[config.mk]
export PLATFORM = sky130hd
export DESIGN_NAME = hsv_core_commit
export DESIGN_NICKNAME = d
export VERILOG_FILES = /design/src/rtl/hsv_core_commit.sv
export SDC_FILE = /design/constraint.sdc
export NUM_CORES = 1
export LEC_CHECK = 0
export CAP_MARGIN = 20
export CORE_UTILIZATION = 37
export DETAILED_ROUTE_END_ITERATION = 6
export GPL_TIMING_DRIVEN = 0
export PLACE_DENSITY_LB_ADDON = 0.2
export SLEW_MARGIN = 0
export SYNTH_ARGS = -nofsm -noshare
export SYNTH_HDL_FRONTEND = slang
export SYNTH_SLANG_ARGS = --single-unit
[constraint.sdc]
create_clock -name clk_core -period 2.7 [get_ports clk_core]
set_clock_uncertainty 0.15 [all_clocks]
set_input_delay 0.27 -clock clk_core [delete_from_list [all_inputs] [get_ports clk_core]]
set_output_delay 0.27 -clock clk_core [all_outputs]
set_load 0.01 [all_outputs]
[src/rtl/hsv_core_commit.sv]
// In-order commit stage: accepts per-unit results, retires them strictly by
// program-order tag, drives register-file writeback, and reports the first
// excepting instruction as a trap that holds until the core flushes.
module hsv_core_commit #(
    parameter int N_SRC = 3,
    parameter int TAG_W = 4
) (
    input  logic                   clk_core,
    input  logic                   rst_core,
    input  logic                   flush_req,
    output logic                   flush_ack,
    input  logic [N_SRC-1:0]       in_valid,
    output logic [N_SRC-1:0]       in_ready,
    input  logic [N_SRC*TAG_W-1:0] in_tag,
    input  logic [N_SRC*5-1:0]     in_rd,
    input  logic [N_SRC*32-1:0]    in_result,
    input  logic [N_SRC-1:0]       in_exception,
    output logic                   wb_en,
    output logic [4:0]             wb_rd,
    output logic [31:0]            wb_data,
    output logic                   trap_valid,
    output logic [TAG_W-1:0]       trap_tag,
    output logic [TAG_W-1:0]       commit_tag
);

    typedef enum logic [1:0] {
        RUN   = 2'd0,
        TRAP  = 2'd1,
        FLUSH = 2'd2
    } state_t;

    state_t      state;

    logic [N_SRC-1:0] sel;
    logic             found;
    logic [4:0]       sel_rd;
    logic [31:0]      sel_data;
    logic             sel_exc;

    // Pick the lowest-index source holding the next tag; nothing is accepted
    // outside RUN or while a flush is requested.
    always_comb begin
        sel      = '0;
        found    = 1'b0;
        sel_rd   = '0;
        sel_data = '0;
        sel_exc  = 1'b0;
        for (int i = 0; i < N_SRC; i++) begin
            if (!found && state == RUN && !flush_req && in_valid[i] &&
                in_tag[i*TAG_W +: TAG_W] == commit_tag) begin
                found    = 1'b1;
                sel[i]   = 1'b1;
                sel_rd   = in_rd[i*5 +: 5];
                sel_data = in_result[i*32 +: 32];
                sel_exc  = in_exception[i];
            end
        end
    end

    assign in_ready = sel;

    // Commit FSM with registered writeback, trap and flush-acknowledge outputs.
    always_ff @(posedge clk_core) begin
        if (rst_core) begin
            state      <= RUN;
            commit_tag <= '0;
            wb_en      <= 1'b0;
            wb_rd      <= '0;
            wb_data    <= '0;
            trap_valid <= 1'b0;
            trap_tag   <= '0;
            flush_ack  <= 1'b0;
        end else begin
            flush_ack  <= flush_req;
            wb_en      <= 1'b0;
            trap_valid <= 1'b0;
            if (flush_req) begin
                state <= FLUSH;
            end else begin
                case (state)
                    RUN: begin
                        if (found) begin
                            if (sel_exc) begin
                                trap_valid <= 1'b1;
                                trap_tag   <= commit_tag;
                                state      <= TRAP;
                            end else begin
                                wb_en      <= (sel_rd != 5'd0);
                                wb_rd      <= sel_rd;
                                wb_data    <= sel_data;
                                commit_tag <= commit_tag + TAG_W'(1);
                            end
                        end
                    end
                    TRAP: begin
                        state <= TRAP;
                    end
                    FLUSH: begin
                        commit_tag <= '0;
                        state      <= RUN;
                    end
                    default: begin
                        state <= RUN;
                    end
                endcase
            end
        end
    end

endmodule

==> flow_metrics.tcl, run 1 <==
set metrics [dict create \
    finalNetCount 637 \
    start_util_pct 38.7 \
    gp_congestion 0.870 \
    grt_use_total_pct 25.4 \
    worst_ep_arrival_time_ns 2.18 \
    yosys.cell_count.top_type "dfxtp_1" \
    p_leak_nw 1.74 \
    min_period_over_period_pct 96.4 \
    slew_viol_final 0 \
    period_minus_slack_ns 2.60 \
    hold_class "in2reg" \
    fillerInstances 597 \
    clk_pin_slew_ns 0.09 \
    vias_per_cell 5.33 \
    core_sq_um 7370 \
    clock_latency_ns 0.30 \
    synth_area_leaders "dfxtp_1, a221o_1, a21oi_1" \
    chipWidth_um 89.8 \
    clock-sinks 50 \
    synth_top_family_by_area "compound AO/OA/AOI/OAI gates" \
    whs_path_depth 2 \
    drc_errors 0 \
    ys_types 54 \
    rows 31 \
    die_y_um 89.8 \
    cts_inserted_buffers 5 \
    synth_edf_count 0 \
    drt-initial-drc-count 101 \
    synthTopCellsByCount "dfxtp_1, nand2_1, a21oi_1, a221o_1, o211ai_1" \
    syn_area_per_cell_sq_um 9.18 \
    grt_pass1_wl_mm 16.4 \
    drive_above_1_share_pct 13.1 \
    muxShareOfSynthArea_pct 1.40 \
    placedCellCount 592 \
    dr.pass1.iters 4 \
    ioPinCount 183 \
    yosysWarnings 0 \
    grt_max_degree 19 \
    antenna_found_initial 0 \
    grt_setup_unrepaired "no" \
    max_freq_ghz 0.384 \
    path_max_fanout 6 \
    status "complete, no violations" \
    powerDensity_nw_per_um2 301 \
    setup_viol 0 \
    synth-seq-area-share_pct 35.1 \
    synth_fa_ha_area_share_pct 0.438 \
    hpwl_mm 7.80 \
    h-tree-depth 2 \
    synthArstFlopShare_pct 0 \
    ant_nets 0 \
    n_antenna_cell 0 \
    synth_top_area_share_pct 35.1 \
    post_layout_nonfiller_instances 604 \
    required_ns 2.28 \
    slew_headroom_pct 63.5 \
    ys_seq_elements 50 \
    via_count 3220 \
    drv_cap 0 \
    wl_per_cell_um 16.9 \
    irDropWorstVdd_mv 0.176 \
    synth_cells 311 \
    multi_input_area_sq_um 1680 \
    finalSetupTns_ns 0 \
    worstSetupPathType "reg2out" \
    grt_pass1_vias 3183 \
    syn-num-nets 444 \
    ctsRootBufferMaster "clkbuf_8" \
    clk_path_buf_depth 2 \
    cts_tree "yes" \
    synth_compound_area_share_pct 36.1 \
    die_area_sq_um 8070 \
    drt_wl_total_mm 10.2 \
    synthToLayoutAreaGrowth_pct 74.9 \
    start_kind "register" \
    port_buffers 182 \
    tightest_slew_ns 0.548 \
    hold_viol 0 \
    end_kind "primary output" \
    r2r_cells 10 \
    finalPower_w 0.00150 \
    syn_area_sq_um 2850 \
    synth-simple-area-share_pct 15.7 \
    ys.flop_type "dfxtp_1" \
    seq_area_sq_um 1000 \
    synth_area_leader_cell "dfxtp_1" \
    grt_remaining_overflow 0 \
    synth_xor_area_share_pct 3.68 \
]
==> logic make-up after synthesis <==
group	after synthesis
mux	4
flops	50
simple gates	85
compound gates	122
xor+xnor	12
buf+inv	37
fa+ha+maj	1
==> metrics by stage <==
step	setup slack, ns	cell area (sq um)	util (%)	hold WS, ns
6_report	0.0972	4990	67.7	0.299
5_1_grt	0.0147	4990	67.7	0.309
4_1_cts	0.0433	4970	67.5	0.283
3_5_place_dp	-0.660	4800	65.1	0.297
3_3_place_gp	-0.577	4800	65.1	0.289
2_1_floorplan	0.507	2850	-	0.199
==> power breakdown <==
part	leakage (nW)	internal, W	switching [W]
Clock	0.0472	0.000206	0.000248
Combinational	1.29	0.000207	0.0000972
Sequential	0.403	0.000740	0.00000260
Total	1.74	0.00115	0.000348
==> cell usage in the layout, fill, tap and decap left out, drive strengths merged, types with 5 or more instances in the layout <==
| cell type | n |
|---|---|
| nor2 | 15 |
| clkbuf | 15 |
| dfxtp | 50 |
| nor2b | 5 |
| o211ai | 30 |
| xnor2 | 11 |
| buf | 27 |
| inv | 5 |
| a21oi | 35 |
| nand2 | 37 |
| or3 | 6 |
| clkdlybuf4s50 | 180 |
| a221o | 33 |
==> metal layers <==
metal  global-route usage, %  vias to the layer above  wire length [um]
met2                    44.9                      138              5030
met4                    6.97                        0               127
met5                       0                        -                 0
met3                    6.60                        9               874
met1                    30.2                     1498              4190
li1                        -                     1575                 -
==> path summary, 6_finish.rpt <==
path	startpoint	slack, ns	endpoint
setup / recovery	commit_tag[1]	0.1	in_ready[0]
hold / removal	flush_req	0.30	state[0]
setup reg to reg	commit_tag[1]	0.21	wb_data[13]
hold reg to reg	wb_data[3]	0.31	wb_data[3]
==> critical path, cell delays in order, from the launching register on <==
cell and delay (ns):
dfxtp_1 0.38, buf_4 0.19, xnor2_2 0.14, nand4_1 0.12, or2_1 0.23, buf_2 0.19, inv_4 0.11, clkdlybuf4s50_1 0.53
==> flip-flops by register name, summed over array words and instances (netlist names) <==
| name | cells |
|---|---|
| wb_data | 32 |
| wb_rd | 5 |
| commit_tag | 4 |
| trap_tag | 4 |
| state | 2 |
| flush_ack | 1 |
| trap_valid | 1 |
| wb_en | 1 |
==> repair_timing <==
item                                    4_1_cts  5_1_grt
pin swaps                                     5        1
resized for setup                            14        2
hold buffers                                  0        0
setup buffers                                 6        1
hold endpoints to repair                      0        0
gates cloned                                  0        0
endpoints found under the setup margin        3        2
==> area by class of cell <==
| class | count | share of cell area, % |
|---|---|---|
| buffer | 29 | 4.04 |
| clock buffer | 6 | 1.65 |
| clock inverter | 2 | 0.251 |
| inverter | 5 | 0.426 |
| multi-input combinational | 224 | 33.6 |
| sequential | 50 | 20.1 |
| tap | 99 | 2.48 |
| timing repair buffer | 189 | 37.5 |
Power figures use the tool's default switching activity.
==> inputs of run 2 (changes only) <==
--- a/config.mk
+++ b/config.mk
@@ -5,6 +5,7 @@
 export SDC_FILE = /design/constraint.sdc
 export NUM_CORES = 1
 export LEC_CHECK = 0
+export ABC_CLOCK_PERIOD_IN_PS = 2700
 export CAP_MARGIN = 20
 export CORE_UTILIZATION = 37
 export DETAILED_ROUTE_END_ITERATION = 6
==> results of run 2 <==
The final DEF is identical to that of run 1; final timing and power are the same.
==> patch 1, RTL diff (settings of run 2) <==
The 3 states of `state_t` get a one-hot encoding in 3 bits.
--- a/src/rtl/hsv_core_commit.sv
+++ b/src/rtl/hsv_core_commit.sv
@@ -24,8 +24,8 @@
 );
 
-    typedef enum logic [1:0] {
-        RUN   = 2'd0,
-        TRAP  = 2'd1,
-        FLUSH = 2'd2
+    typedef enum logic [2:0] {
+        RUN   = 3'b001,
+        TRAP  = 3'b010,
+        FLUSH = 3'b100
     } state_t;
 
Check against the original RTL: no difference found for any inputs over 4 cycles, from zero or initial values and one cycle with rst_core high; so few cycles prove little.
==> patch 1 against run 2 <==
Setup slack better by 17 ps; highest routed layer unchanged; count of clock-buffer cells in the layout rose by 1; synthesized area rose by 11%; combinational power up 19%; via count up 14%; routed wire length is 9.6% higher; total power is 7.8% higher; critical endpoint is now wb_data[24]$_SDFFE_PP0P_; sequential cell count rose by 1; first-iteration DRC count grew 55%; cell area is 7.3% higher; global-route usage shrank 1.0 points; register-to-register slack lost 96 ps.
==> patch 1: results (changes against run 2) <==
| Metric | Value |
|---|---|
| DRT iter0 DRCs | 157 (+55%) |
| Detailed-route via count | 3662 (+14%) |
| Vias in the first global route | 3423 (+7.5%) |
| Psw | 413 uW (+19%) |
| Largest net degree at the start of global routing | 16 (-3) |
| Status | finished, final reports clean |
| Wl on met1 | 4.70 mm (+12%) |
| Commonest cells post-synth | 51 x dfxtp_1, 39 x nor2_1, 35 x a221oi_1 |
| Leakage power | 0.00189 uW (+8.5%) |
| Met2 routed WL | 5.59 mm (+11%) |
| R2R Setup Slk | 110 ps (-100 ps) |
| Final period utilization | 95.8% (-0.61 points) |
| Post-synthesis cell type count | 50 (-7.4%) |
| Setup Slack @ Placement | -634 ps (+25.7 ps) |
| Synthesized net count | 496 (+12%) |
| Layout cells sized above 1 | 14.7% (+1.7 points) |
| Worst slew pin tran | 709 ps (+161 ps) |
| CP arrival | 2610 ps (+430 ps) |
| Dpl cell area | 5130 sq um (+6.9%) |
| First-pass GRT wire length | 16.7 mm (+2.3%) |
| Final net count | 689 (+8.2%) |
| DR WL met3 | 695 microns (-20%) |
| Final WL | 11.2 mm (+9.6%) |
| Area growth syn-to-layout | 68.7% |
| Final GP Congestion | 0.881 (+1.2%) |
| Initial antenna violation count | 0 (unchanged) |
| Worst Hold Class | input port to flop |
| Crit Path Max Fanout | 10 (+4) |
| Top_reg_cell synth | dfxtp_1 |
| Tot GR Track Use | 24.4% (-1.0 points) |
| Highest Signal Layer | met4 |
| Max VDD drop | 237 uV (+35%) |
| Ranking of synthesized cells by area | dfxtp_1 32%, a221oi_1 9.7%, a211oi_2 8.7% |
| Final Hold Slack | 264 ps (-34.7 ps) |
| Top flop regs | wb_data (32), wb_rd (5) |
| Register area share after synthesis | 32.2% (-2.9 points) |
| Post-DP HPWL | 8.77 mm (+12%) |
| Port bufs | 182 (unchanged) |
| Ys Warns | 0 (unchanged) |
patch 1: cell types whose count changed in the layout (fill, tap and decap cells not counted), sizes merged, moves of 7 or more:
cell | run 2 | this run
nor2 | 15 | 39
a221o | 33 | 0
a211oi | 3 | 30
a21oi | 35 | 13
nand3 | 2 | 9
and3 | 1 | 33
a221oi | 4 | 35
nand2 | 37 | 25
o211ai | 30 | 5
patch 1: layout make-up:
cell class / instances / area (sq um)
buffer: 34 / 230
clock buffer: 7 / 86.3
clock inverter: 1 / 8.76
fill: 714 / 2900
inverter: 4 / 27.5
multi-input combinational: 273 / 2000
sequential: 51 / 1020
tap: 105 / 131
timing repair buffer: 187 / 1860
patch 1: power groups by stage:
stage          logic [uW]  registers [uW]  clock network [uW]
6_report              362             768                 490
5_1_grt               384             769                 524
4_1_cts               356             768                 499
3_5_place_dp          344             785                   0
3_3_place_gp          339             784                   0
2_1_floorplan        98.8             788                   0
patch 1: worst paths after layout:
| path | startpoint | endpoint | cells after the start |
|---|---|---|---|
| setup / recovery | state[2]$_SDFFE_PP0P_ | wb_data[24]$_SDFFE_PP0P_ | 10 |
| hold / removal | flush_req | state[1]$_SDFFE_PP0P_ | 2 |
| setup reg to reg | state[2]$_SDFFE_PP0P_ | wb_data[24]$_SDFFE_PP0P_ | 10 |
| hold reg to reg | trap_tag[3]$_SDFFE_PP0P_ | trap_tag[3]$_SDFFE_PP0P_ | 2 |
patch 1: per-stage QoR:
step,cells,setup TNS (ps)
CTS,661,0
global route,662,-7.72
global placement,650,-14620
detailed placement,650,-15280
floorplan,363,0
finish,662,0
patch 1: critical path, cell delays in order (launching register included):
cell,delay (ps)
dfxtp_1,370
nor4b_4,270
buf_4,190
buf_4,120
and4_4,240
o2111a_4,300
nand2_2,150
o211ai_4,220
buf_6,180
buf_6,170
a211oi_2,80
patch 1: per-layer routing:
metal  track usage (%)  up-vias
met5                 0        -
met4              7.70        0
li1                  -     1786
met2              42.4      122
met1              29.9     1738
met3              4.99       16
patch 1: repair_timing:
action / 4_1_cts / 5_1_grt
hold buffers: 0 / 0
buffers inserted: 4 / 1
pin swaps: 2 / 1
resized for setup: 14 / 12
cloned: 0 / 0
setup endpoints to repair: 23 / 12
patch 1: logic make-up after synthesis:
logic type,after synthesis,share of synthesized area [%]
compound gates,114,31.6
xor+xnor,12,3.55
simple gates,146,24.9
flops,51,32.2
fa+ha+maj,1,0.394
buf+inv,39,7.37
==> patch 2, RTL diff (flow settings as in run 2) <==
Without the edit above. Set the parameter `N_SRC` to 5 (it was 3).
--- a/src/rtl/hsv_core_commit.sv
+++ b/src/rtl/hsv_core_commit.sv
@@ -3,5 +3,5 @@
 // excepting instruction as a trap that holds until the core flushes.
 module hsv_core_commit #(
-    parameter int N_SRC = 3,
+    parameter int N_SRC = 5,
     parameter int TAG_W = 4
 ) (
Interface: changed (6 resized); port bits go from 183 to 271. The function was not compared with the original's and may differ.
==> patch 2 against run 2 <==
The flow now finishes with violations (design-rule violations, negative setup slack); cell area up 45%; cell count up 46%; routed wire length up 77%; synthesized area up 19%; fmax down 12%; die area up 19%; setup slack worse by 350 ps; synthesized cell count up 48%; via count up 62%; sequential cell count unchanged.
Power is not compared: it rests on default switching activity, and its combinational part moved more than twofold at a synthesized area within 25%.
==> patch 2: results (changes against run 2) <==
| Metric | Value |
|---|---|
| Worst Hold Class | flop to flop |
| Wl on met1 | 6.45 mm (+54%) |
| Worst slew pin tran | 602 ps (+53.5 ps) |
| Post-synthesis cell type count | 47 (-13%) |
| DRT iter0 DRCs | 478 (+370%) |
| Router iterations before antenna repair | 7 (+3) |
| Ranking of synthesized cells by area | dfxtp_1 29%, a22oi_1 14%, nand2_1 7.5% |
| Final GP Congestion | 0.899 (+3.2%) |
| Status | finished, violations left |
| Commonest cells post-synth | 68 x nand2_1, 65 x a22oi_1, 50 x dfxtp_1 |
| Dpl cells | 838 (+42%) |
| R2R depth | 9 (-1) |
| Port bufs | 270 (+48%) |
| Finished Layout Cells | 882 (+46%) |
| Cells after Synth | 459 (+48%) |
| Crit-path slowest cell | or4b_4 |
| Final Hold Slack | 312 ps (+13.8 ps) |
| Post-DP HPWL | 12.3 mm (+58%) |
| Final Setup Violations | 44 (+44) |
| Met1 Use GR | 36.7% (+6.6 points) |
| Dpl cell area | 6250 sq um (+30%) |
| Post-route setup slack | -253 ps (-351 ps) |
| Failing checks | design-rule violations, negative setup slack |
| Drt wl/cell | 20.6 microns (+22%) |
| Final TNS setup | -3790 ps (-3790 ps) |
| Met2 routed WL | 9.27 mm (+84%) |
| Critical path's top delay family | simple AND/OR/NAND/NOR gates |
| Initial antenna violation count | 1 (+1) |
| Register area share after synthesis | 29.4% (-5.7 points) |
| DR WL met3 | 1.67 mm (+91%) |
| Setup Slack @ Placement | -1270 ps (-606 ps) |
| CP peak stage delay | 550 ps (+20 ps) |
| Met3 usage | 7.37% (+0.77 points) |
| Tot GR Track Use | 33.0% (+7.6 points) |
| First-pass GRT wire length | 25.1 mm (+53%) |
| DRC violations left | 19 (+19) |
## patch 2: power by group through the flow
stage	sequential (uW)	combinational [uW]	clock, uW
3_5_place_dp	778	531	0
5_1_grt	763	661	507
2_1_floorplan	783	131	0
3_3_place_gp	777	523	0
6_report	761	632	478
4_1_cts	761	575	477
## patch 2: what timing repair did
action                                  CTS  global route
endpoints found under the hold margin     0             0
pin swaps                                15            24
cloned                                    0             2
hold buffers                              0             0
endpoints found under the setup margin   53            47
buffers inserted                         24            11
resized for setup                        86            85
## patch 2: cell families after synthesis
family | Yosys count | share of synthesized area (%)
AO/OA/AOI/OAI | 170 | 33.5
AND/OR/NAND/NOR | 158 | 22.2
buffers and inverters | 53 | 7.16
flip-flops | 50 | 29.4
XOR/XNOR | 20 | 5.14
multiplexers | 7 | 2.20
adder cells (fa/ha/maj) | 1 | 0.367
## patch 2: final timing paths
kind | end | startpoint
worst max-delay path | commit_tag[1]$_SDFFE_PP0P_ | commit_tag[0]$_SDFFE_PP0P_
worst min-delay path | wb_data[5]$_SDFFE_PP0P_ | wb_data[5]$_SDFFE_PP0P_
worst max register to register | commit_tag[1]$_SDFFE_PP0P_ | commit_tag[0]$_SDFFE_PP0P_
worst min register to register | wb_data[5]$_SDFFE_PP0P_ | wb_data[5]$_SDFFE_PP0P_
## patch 2: area by class of cell
class,count,area (sq um),area share (%)
inverter,9,33.8,0.467
sequential,50,1010,14.0
clock buffer,5,68.8,0.952
antenna,1,2.50,0.0346
multi-input combinational,356,2510,34.7
tap,108,135,1.87
timing repair buffer,308,3050,42.2
clock inverter,3,28.8,0.398
buffer,42,389,5.38
## patch 2: tightest hold or removal path: stages, from the launching register on
cell,delay (ps)
dfxtp_1,320
nand2_1,50
o21ai_0,60
